--- config.mk ---
export PLATFORM = sky130hd
export DESIGN_NAME = fifo_rr_scheduler
export DESIGN_NICKNAME = d
export VERILOG_FILES = /design/src/rtl/fifo_rr_scheduler.sv
export SDC_FILE = /design/constraint.sdc
export NUM_CORES = 1
export LEC_CHECK = 0
export ABC_AREA = 0
export ABC_CLOCK_PERIOD_IN_PS = 2100
export BUFFER_PORTS_ARGS = -buffer_cell sky130_fd_sc_hd__buf_2
export CAP_MARGIN = 0
export CORE_UTILIZATION = 45
export DETAILED_ROUTE_END_ITERATION = 6
export PLACE_DENSITY = 0.85
export SETUP_SLACK_MARGIN = 0.2
export SLEW_MARGIN = 20
export SYNTH_ARGS = -nofsm -noshare
export SYNTH_HDL_FRONTEND = slang
export SYNTH_SLANG_ARGS = --single-unit
--- constraint.sdc ---
create_clock -name clk -period 2.1 [get_ports clk]
set_input_delay 0.21 -clock clk [delete_from_list [all_inputs] [get_ports clk]]
set_output_delay 0.21 -clock clk [all_outputs]
set_load 0.01 [all_outputs]
--- src/rtl/fifo_rr_scheduler.sv ---
`default_nettype none
// ============================================================================
// Module      : fifo_rr_scheduler
// Description : Round-robin drain of four source fifos into one downstream
//               fifo. Each forwarded word is tagged with its source lane.
// Revision    : 1.0 - initial release
// ============================================================================
module fifo_rr_scheduler #(
    parameter int BITNUMBER = 8,
    parameter int NLANES    = 4
) (
    input  logic                          clk,
    input  logic                          reset,
    input  logic                          enable,
    input  logic [NLANES-1:0]             Fifo_empty,
    input  logic [NLANES-1:0]             almost_empty,
    input  logic [NLANES-1:0]             Fifo_error,
    input  logic [NLANES*BITNUMBER-1:0]   Fifo_Data_out,
    input  logic                          almost_full,
    output logic [NLANES-1:0]             Fifo_rd,
    output logic [BITNUMBER-1:0]          Data_out,
    output logic                          Data_wr,
    output logic [1:0]                    Data_src,
    output logic                          active,
    output logic                          sched_error
);

    typedef enum logic [1:0] {
        ST_INIT   = 2'd0,
        ST_IDLE   = 2'd1,
        ST_ACTIVE = 2'd2
    } state_t;

    state_t                 r_state;
    logic [1:0]             r_ptr;
    logic [NLANES-1:0]      r_block;
    logic [BITNUMBER-1:0]   r_data_out;
    logic                   r_data_wr;
    logic [1:0]             r_data_src;
    logic                   r_sched_error;

    logic [NLANES-1:0]      w_elig;
    logic                   w_found;
    logic [1:0]             w_gidx;
    logic                   w_go;
    logic                   w_grant;
    logic [BITNUMBER-1:0]   w_word;

    // A lane popped at its last word shows a stale non-empty flag for one cycle.
    assign w_elig = ~Fifo_empty & ~r_block;

    // Pointer arithmetic is 2 bits wide, so the search wraps 3 -> 0 naturally.
    always_comb begin
        w_found = 1'b0;
        w_gidx  = 2'd0;
        for (int k = 0; k < NLANES; k++) begin
            if (!w_found && w_elig[r_ptr + 2'(k)]) begin
                w_found = 1'b1;
                w_gidx  = r_ptr + 2'(k);
            end
        end
    end

    assign w_go    = enable && !almost_full && w_found;
    assign w_grant = (r_state == ST_ACTIVE) && w_go;
    assign w_word  = Fifo_Data_out[int'(w_gidx)*BITNUMBER +: BITNUMBER];

    always_comb begin
        Fifo_rd = '0;
        if (w_grant) begin
            Fifo_rd[w_gidx] = 1'b1;
        end
    end

    always_ff @(posedge clk or negedge reset) begin
        if (!reset) begin
            r_state       <= ST_INIT;
            r_ptr         <= 2'd0;
            r_block       <= '0;
            r_data_out    <= '0;
            r_data_wr     <= 1'b0;
            r_data_src    <= 2'd0;
            r_sched_error <= 1'b0;
        end else begin
            case (r_state)
                ST_INIT:   r_state <= ST_IDLE;
                ST_IDLE:   if (w_go)  r_state <= ST_ACTIVE;
                ST_ACTIVE: if (!w_go) r_state <= ST_IDLE;
                default:   r_state <= ST_IDLE;
            endcase

            r_block       <= Fifo_rd & almost_empty;
            r_data_wr     <= w_grant;
            r_sched_error <= r_sched_error | (|Fifo_error);

            if (w_grant) begin
                r_ptr      <= w_gidx + 2'd1;
                r_data_out <= w_word;
                r_data_src <= w_gidx;
            end
        end
    end

    assign Data_out    = r_data_out;
    assign Data_wr     = r_data_wr;
    assign Data_src    = r_data_src;
    assign active      = (r_state == ST_ACTIVE);
    assign sched_error = r_sched_error;

endmodule
`default_nettype wire
==> results of run 1 <==
-- kinds of logic after synthesis --
| logic type | after synthesis | synth area share, % |
|---|---|---|
| compound gates | 69 | 38.2 |
| xor+xnor | 1 | 0.554 |
| buf+inv | 22 | 6.73 |
| flops | 20 | 31.7 |
| simple gates | 61 | 22.8 |
-- worst max-delay path by stage --
stage	from	end	slack, ns	depth (start not counted)
global route	r_ptr[1]$_DFFE_PN0N_	Fifo_rd[0]	-0.27	7
floorplan	r_ptr[0]$_DFFE_PN0N_	Data_out[0]$_DFFE_PN0N_	0.20	7
detailed placement	r_block[0]$_DFF_PN0_	Data_out[2]$_DFFE_PN0N_	0.004	5
CTS	r_ptr[1]$_DFFE_PN0N_	Fifo_rd[1]	-0.09	5
global placement	Fifo_empty[0]	Data_out[2]$_DFFE_PN0N_	0.04	6
finish	r_ptr[1]$_DFFE_PN0N_	Fifo_rd[0]	-0.19	6
-- sequential cells by signal, indices dropped and copies added, names as in the netlist --
signal	cells
r_block	4
r_ptr	2
Data_wr	1
r_state	2
Data_src	2
sched_error	1
Data_out	8
-- repair_timing --
action / CTS / global route
resized for setup: 20 / 33
cloned: 1 / 0
buffers inserted: 11 / 3
endpoints found under the hold margin: 20 / 0
endpoints found under the setup margin: 17 / 18
pin swaps: 6 / 25
hold buffers: 1 / 0
-- cell usage after synthesis, drive strengths merged, types with 3 or more instances --
cell type and n:
nor3b 17, nand2 13, o221ai 8, nor3 6
dfrtp 20, clkbuf 12, nor2 10, a311oi 33
o211ai 3, buf 8, o21ai 17
-- layout make-up --
class                           instances  area [µm²]  share of cell area, %
Timing Repair Buffer                   97         642                   26.1
Inverter                                2        7.51                  0.305
Tap cell                               46        57.6                   2.34
Sequential cell                        20         503                   20.4
Clock buffer                            4        36.3                   1.47
Multi-Input combinational cell        131        1210                   49.4
-- layer usage --
metal | GRT usage, % | vias up
li1 | - | 875
met1 | 46.8 | 997
met2 | 49.1 | 175
met3 | 6.51 | 43
met4 | 13.0 | 0
met5 | 0 | -
-- worst register-to-register path, cell delays in order, from the launching register on --
cell      delay (ns)
dfrtp_2         0.43
or3b_4          0.44
a311o_1         0.43
buf_4           0.22
a311oi_2        0.32
o221ai_1        0.17
-- layout by cell type, fill, tap and decap left out, types with 2 or more instances in the layout --
cell	netlist	final
nor3b_1	17	17
nand2_1	13	13
a311oi_2	8	13
nor2_4	0	3
o21ai_0	16	16
o221ai_1	8	4
a311oi_1	25	16
buf_2	6	64
a311oi_4	0	4
nor3_2	1	3
nor2_2	0	2
o221ai_2	0	4
buf_6	2	7
o211ai_1	3	3
dfrtp_2	0	2
buf_4	0	22
nor3_1	5	3
nor2_1	10	5
clkbuf_4	0	3
dfrtp_1	20	18
-- power breakdown --
part           switching (mW)  internal [mW]  total, mW
clock network           0.129          0.106      0.235
registers              0.0498          0.441      0.490
logic                   0.526          0.468      0.993
total                   0.704           1.01       1.72
-- through the flow --
stage               setup slack (ns)  setup TNS, ns  cells  utilization [%]
floorplan                      0.204              0    173                -
global placement              0.0366              0    280             59.5
detailed placement           0.00362              0    280             59.5
CTS                          -0.0941         -0.281    297             66.9
global route                  -0.265          -1.04    300             73.2
finish                        -0.194         -0.698    300             73.2
==> run_results.csv, run 1 <==
group,metric,value,unit
critical_path,cp_num_buf_inv,2,
drt,drtAntennaViolNets,0,
global_routing,first_global_vias,1762,
timing,post-route-period-util,109,%
clock_tree,cts.reportedPaths.clkPinSlew,0.11,ns
outcome,status,"finished, violations left",
floorplan,die-area,3750,µm²
timing,timing.fmax,436,MHz
synth,seq_area_frac_synth,31.7,%
final_layout,areaGrowthSynthToFinish,55.7,%
timing,worstMarginPinSlew,0.490,ns
synth,post_synth.cell_area_avg,9.13,µm²
drt,route.layer.met1.wl,2690,µm
drt,finalWirelength,6850,µm
critical_path,timing.critical_path.to_type,"primary output",
run,max_cap_violations,0,
floorplan,dieHeight,61.3,µm
worst_hold_path,hold_path.startpoint,"Fifo_error[2]",
drt,highest_layer,"met4",
critical_path,critical_path.cell_chain,"or3b_4 -> a311oi_4 -> nor2_4 -> buf_6 -> nor3_2 -> buf_2",
outcome,violated_checks,"negative setup slack",
clock_tree,cts-buffers-inserted,3,
drt,drc,0,
final_layout,n_antenna_cell,0,
timing,rsz0062_at_grt,"true",
clock_tree,cts_tree,"done",
synth,synthesis.nets,221,
timing,fin_hold_ws,0.0783,ns
drt,detailedRoute.firstIterationViolations,308,
synth,post-synth-top-area-fraction,31.7,%
final_layout,filler_cells,246,
critical_path,cpPeakStageDelay,0.43,ns
critical_path,critical_path.startpoint_type,"flop",
timing,maxSlewViolCount,0,
critical_path,crit_fanout,4,
timing,fin_crit,2.29,ns
critical_path,timing.critical_path.max_delay_family,"simple AND/OR/NAND/NOR gates",
critical_path,crit_slowest_cell,"dfrtp_2",
timing,timing.slew.headroom,67.1,%
power,power.density_cell_area,698,nW/µm²
drt,drtPass1Iterations,5,
global_routing,grtUsageTotal,32.8,%
critical_path,worst-endpoint-arrival,2.08,ns
final_layout,stdcell_area,2460,µm²
floorplan,initial_cell_density_of_the_core,47.0,%
synth,dominantRegCellSynth,"dfrtp_1",
timing,hold_viol,0,
final_layout,final_net_count,303,
global_routing,first_pass_grt_wire_length,8890,µm
synth,synth.yosys.warnings,0,
power,cellLeakagePower,1.03,nW
timing,fin_ws,-0.194,ns
critical_path,timing.critical_path.required,1.89,ns
clock_tree,clock_sinks,20,
critical_path,worst-setup-path-type,"flop to primary output",
place,post_dp_cell_area,2000,µm²
drt,met2RoutedLength,3120,µm
power,totalPowerFinal,1.72,mW
synth,syn-cell-area,1580,µm²
floorplan,core.rowCount,21,
floorplan,ios,65,
final_layout,final_layout_size_suffix_gt1_share,56.3,%
drt,detailroute.via_count,2090,
drt,met3_length,738,µm
clock_tree,root_buffer,"clkbuf_4",
clock_tree,cts_max_path_buffers,2,
synth,postSynthCellCount,173,
clock_tree,clk-insertion-delay-late,0.32,ns
global_routing,grt_residual_overflow,0,
synth,synth-edff-count,0,
critical_path,ff2ff_path_depth,5,
critical_path,rrSetupSlack,-0.03,ns
power,vdd_drop_max,561,µV
drt,detail_route.vias_per_cell,6.97,
place,detailedPlacementHpwl,3400,µm
floorplan,core-area,3360,µm²
global_routing,number_of_antenna_violations_at_the_first_check_in_global_routing,0,
worst_hold_path,whs_path_depth,3,
synth,post_synth_arst_share,100,%
drt,wl_per_cell,22.8,µm
synth,synth_largest_area_cell,"dfrtp_1",
timing,setup_viol,7,
place,globalplace.congestion,0.855,
clock_tree,htreeDepth,1,
floorplan,die_wd,61.3,µm
global_routing,maximum_number_of_pins_on_one_net_before_global_route_repair,21,
critical_path,reg_to_reg_start,"r_ptr[1]$_DFFE_PN0N_",
worst_hold_path,hold_class,"input port to flop",
timing,fin_worst_skew,0.00455,ns
synth,synth_area_leaders,"dfrtp_1 32%, a311oi_1 14%, nor3b_1 8.1%",
critical_path,rr_endpoint,"Data_out[7]$_DFFE_PN0N_",
worst_hold_path,hold_path_end,"sched_error$_DFF_PN0_",
place,io_buffers,64,
synth,synth_cell_type_count,40,
synth,postSynthRegisterBits,20,
(Power assumes the default switching activity.)
==> inputs of run 2 (changes only) <==
- ABC_CLOCK_PERIOD_IN_PS: 2100 -> 2900
- clock period: 2.1 -> 2.9 ns (I/O delays scaled with it)
==> run 2 against run 1 <==
  * Flip-flop and latch count stayed put
  * Via count is 18% lower
  * Register-to-register slack better by 0.65 ns
  * Largest power group unchanged
  * The flow now finishes without violations
  * Hold slack better by 0.086 ns
  * Combinational power is 56% lower
  * Total power is 45% lower
  * Clock-buffer cell count stayed put
  * Routed wire length is 34% lower
  * Critical path type unchanged
  * Critical path depth stayed put
==> run_results.csv, run 2 (same netlist as run 1, synthesis figures left out) <==
group,metric,value,unit
outcome,status,"finished, final reports clean",
drt,detailroute.via_count,1713,
place,detailedPlacementHpwl,3280,µm
clock_tree,clock_sinks,20,
clock_tree,cts.reportedPaths.clkPinSlew,0.11,ns
critical_path,ff2ff_path_depth,5,
final_layout,most-common-layout-cells,"64 x buf_2, 25 x a311oi_1, 20 x dfrtp_1",
power,power.share.combinational,46.5,%
place,post_dp_cell_area,1910,µm²
timing,maxSlewViolCount,0,
floorplan,core-area,3360,µm²
drt,detailedRoute.firstIterationViolations,154,
global_routing,first_global_vias,1401,
timing,hold_viol,0,
place,globalplace.congestion,0.823,
clock_tree,cts_tree,"done",
timing,totalNegativeSetupSlack,0,ns
floorplan,ios,65,
critical_path,rrSetupSlack,0.62,ns
global_routing,first_pass_grt_wire_length,6880,µm
drt,drtPass1Iterations,4,
final_layout,final_net_count,280,
global_routing,grtUsageTotal,25.0,%
timing,timing.fmax,382,MHz
power,clock_network_fraction_of_design_power,17.2,%
timing,fin_worst_skew,0.00337,ns
drt,drc,0,
timing,setup_viol,0,
drt,wl_per_cell,16.3,µm
timing,rsz0062_at_grt,"true",
global_routing,grt_residual_overflow,0,
critical_path,crit_fanout,22,
final_layout,n_antenna_cell,0,
worst_hold_path,hold_class,"input port to flop",
power,p_int,0.579,mW
final_layout,final_layout_size_suffix_gt1_share,39.4,%
timing,timing.slew.headroom,46.7,%
critical_path,reg_to_reg_start,"r_block[0]$_DFF_PN0_",
power,netSwitchingFraction,38.7,%
clock_tree,cts_max_path_buffers,2,
critical_path,critical_path.startpoint_type,"flop",
clock_tree,clk-insertion-delay-late,0.30,ns
final_layout,stdcell_area,1980,µm²
final_layout,areaGrowthSynthToFinish,25.2,%
power,cellLeakagePower,0.836,nW
clock_tree,htreeDepth,1,
final_layout,number_of_flip_flops_under_the_largest_register_name,8,
critical_path,timing.critical_path.required,2.61,ns
drt,detail_route.vias_per_cell,6.18,
place,io_buffers,64,
critical_path,rr_endpoint,"Data_out[5]$_DFFE_PN0N_",
critical_path,timing.critical_path.to_type,"primary output",
worst_hold_path,hold_path_end,"sched_error$_DFF_PN0_",
timing,worstMarginPinSlew,0.800,ns
final_layout,most_common_library_cell_in_the_layout_ignoring_fill_and_taps,"buf_2",
critical_path,worst-setup-path-type,"flop to primary output",
critical_path,worst-endpoint-arrival,2.33,ns
clock_tree,cts-buffers-inserted,3,
global_routing,maximum_number_of_pins_on_one_net_before_global_route_repair,23,
drt,finalWirelength,4510,µm
power,share_seq_of_total_power,36.3,%
power,power.density_cell_area,478,nW/µm²
power,power.net_switching,0.366,mW
worst_hold_path,hold_path.startpoint,"Fifo_error[2]",
run,max_cap_violations,0,
worst_hold_path,whs_path_depth,3,
timing,fin_crit,2.62,ns
timing,post-route-period-util,90.4,%
floorplan,core.rowCount,21,
drt,drtAntennaViolNets,0,
power,vdd_drop_max,397,µV
floorplan,initial_cell_density_of_the_core,47.0,%
clock_tree,root_buffer,"clkbuf_4",
global_routing,number_of_antenna_violations_at_the_first_check_in_global_routing,0,
floorplan,die_wd,61.3,µm
floorplan,dieHeight,61.3,µm
floorplan,die-area,3750,µm²
-- run 2: cell count changes in the layout (fill, tap and decap cells not counted), moves of 5 or more --
cell,previous run,this run
a311oi_2,13,8
buf_6,7,0
buf_4,22,9
a311oi_1,16,25
-- run 2: worst max path at each step --
stage,start,endpoint,slack [ns],cells after the start
after floorplan,r_block[0]$_DFF_PN0_,Fifo_rd[1],0.85,5
after global placement,Fifo_empty[0],Data_out[0]$_DFFE_PN0N_,0.54,6
after detailed placement,Fifo_empty[0],Data_out[4]$_DFFE_PN0N_,0.49,6
after CTS,r_block[0]$_DFF_PN0_,Fifo_rd[0],0.21,5
after global routing,r_ptr[1]$_DFFE_PN0N_,Fifo_rd[0],0.11,6
final,r_ptr[1]$_DFFE_PN0N_,Fifo_rd[0],0.28,6
-- run 2: through the flow --
| step | total power, mW | utilization [%] | hold WS [ns] | setup slack (ns) | cells |
|---|---|---|---|---|---|
| global placement | 0.751 | 56.8 | 0.253 | 0.544 | 270 |
| global route | 1.01 | 58.8 | 0.159 | 0.109 | 277 |
| detailed placement | 0.762 | 56.8 | 0.252 | 0.489 | 270 |
| floorplan | 0.636 | - | -0.00559 | 0.849 | 173 |
| CTS | 0.924 | 58.2 | 0.166 | 0.209 | 275 |
| finish | 0.945 | 58.8 | 0.164 | 0.279 | 277 |
-- run 2: power by group through the flow --
stage	logic [mW]	registers (mW)	clock network [mW]
global route	0.480	0.348	0.178
CTS	0.418	0.342	0.164
global placement	0.405	0.346	0
floorplan	0.277	0.360	0
finish	0.439	0.343	0.162
detailed placement	0.415	0.346	0
-- run 2: worst max-delay path, stage by stage (launching register included) --
cell and delay (ns):
dfrtp_1 0.36, buf_4 0.24, or4b_2 0.63, o211ai_1 0.22, nor2_1 0.19, nor3_1 0.23
buf_2 0.16
-- run 2: repair_timing --
action	4_1_cts	5_1_grt
gates resized for setup	0	3
setup endpoints to repair	0	4
hold buffers	1	0
setup buffers	0	2
endpoints found under the hold margin	20	0
-- run 2: area by class of cell --
cell class / count / area (µm²)
clock buffer: 4 / 36.3
fill: 331 / 1390
inverter: 2 / 7.51
multi-input combinational: 131 / 978
sequential: 20 / 500
tap: 46 / 57.6
timing repair buffer: 74 / 398
-- run 2: per-layer routing --
metal  GRT usage, %  share of wire, %
met3           3.99                10
met2           35.6                44
met4           7.47              0.93
met1           38.8                45
met5              0                 0
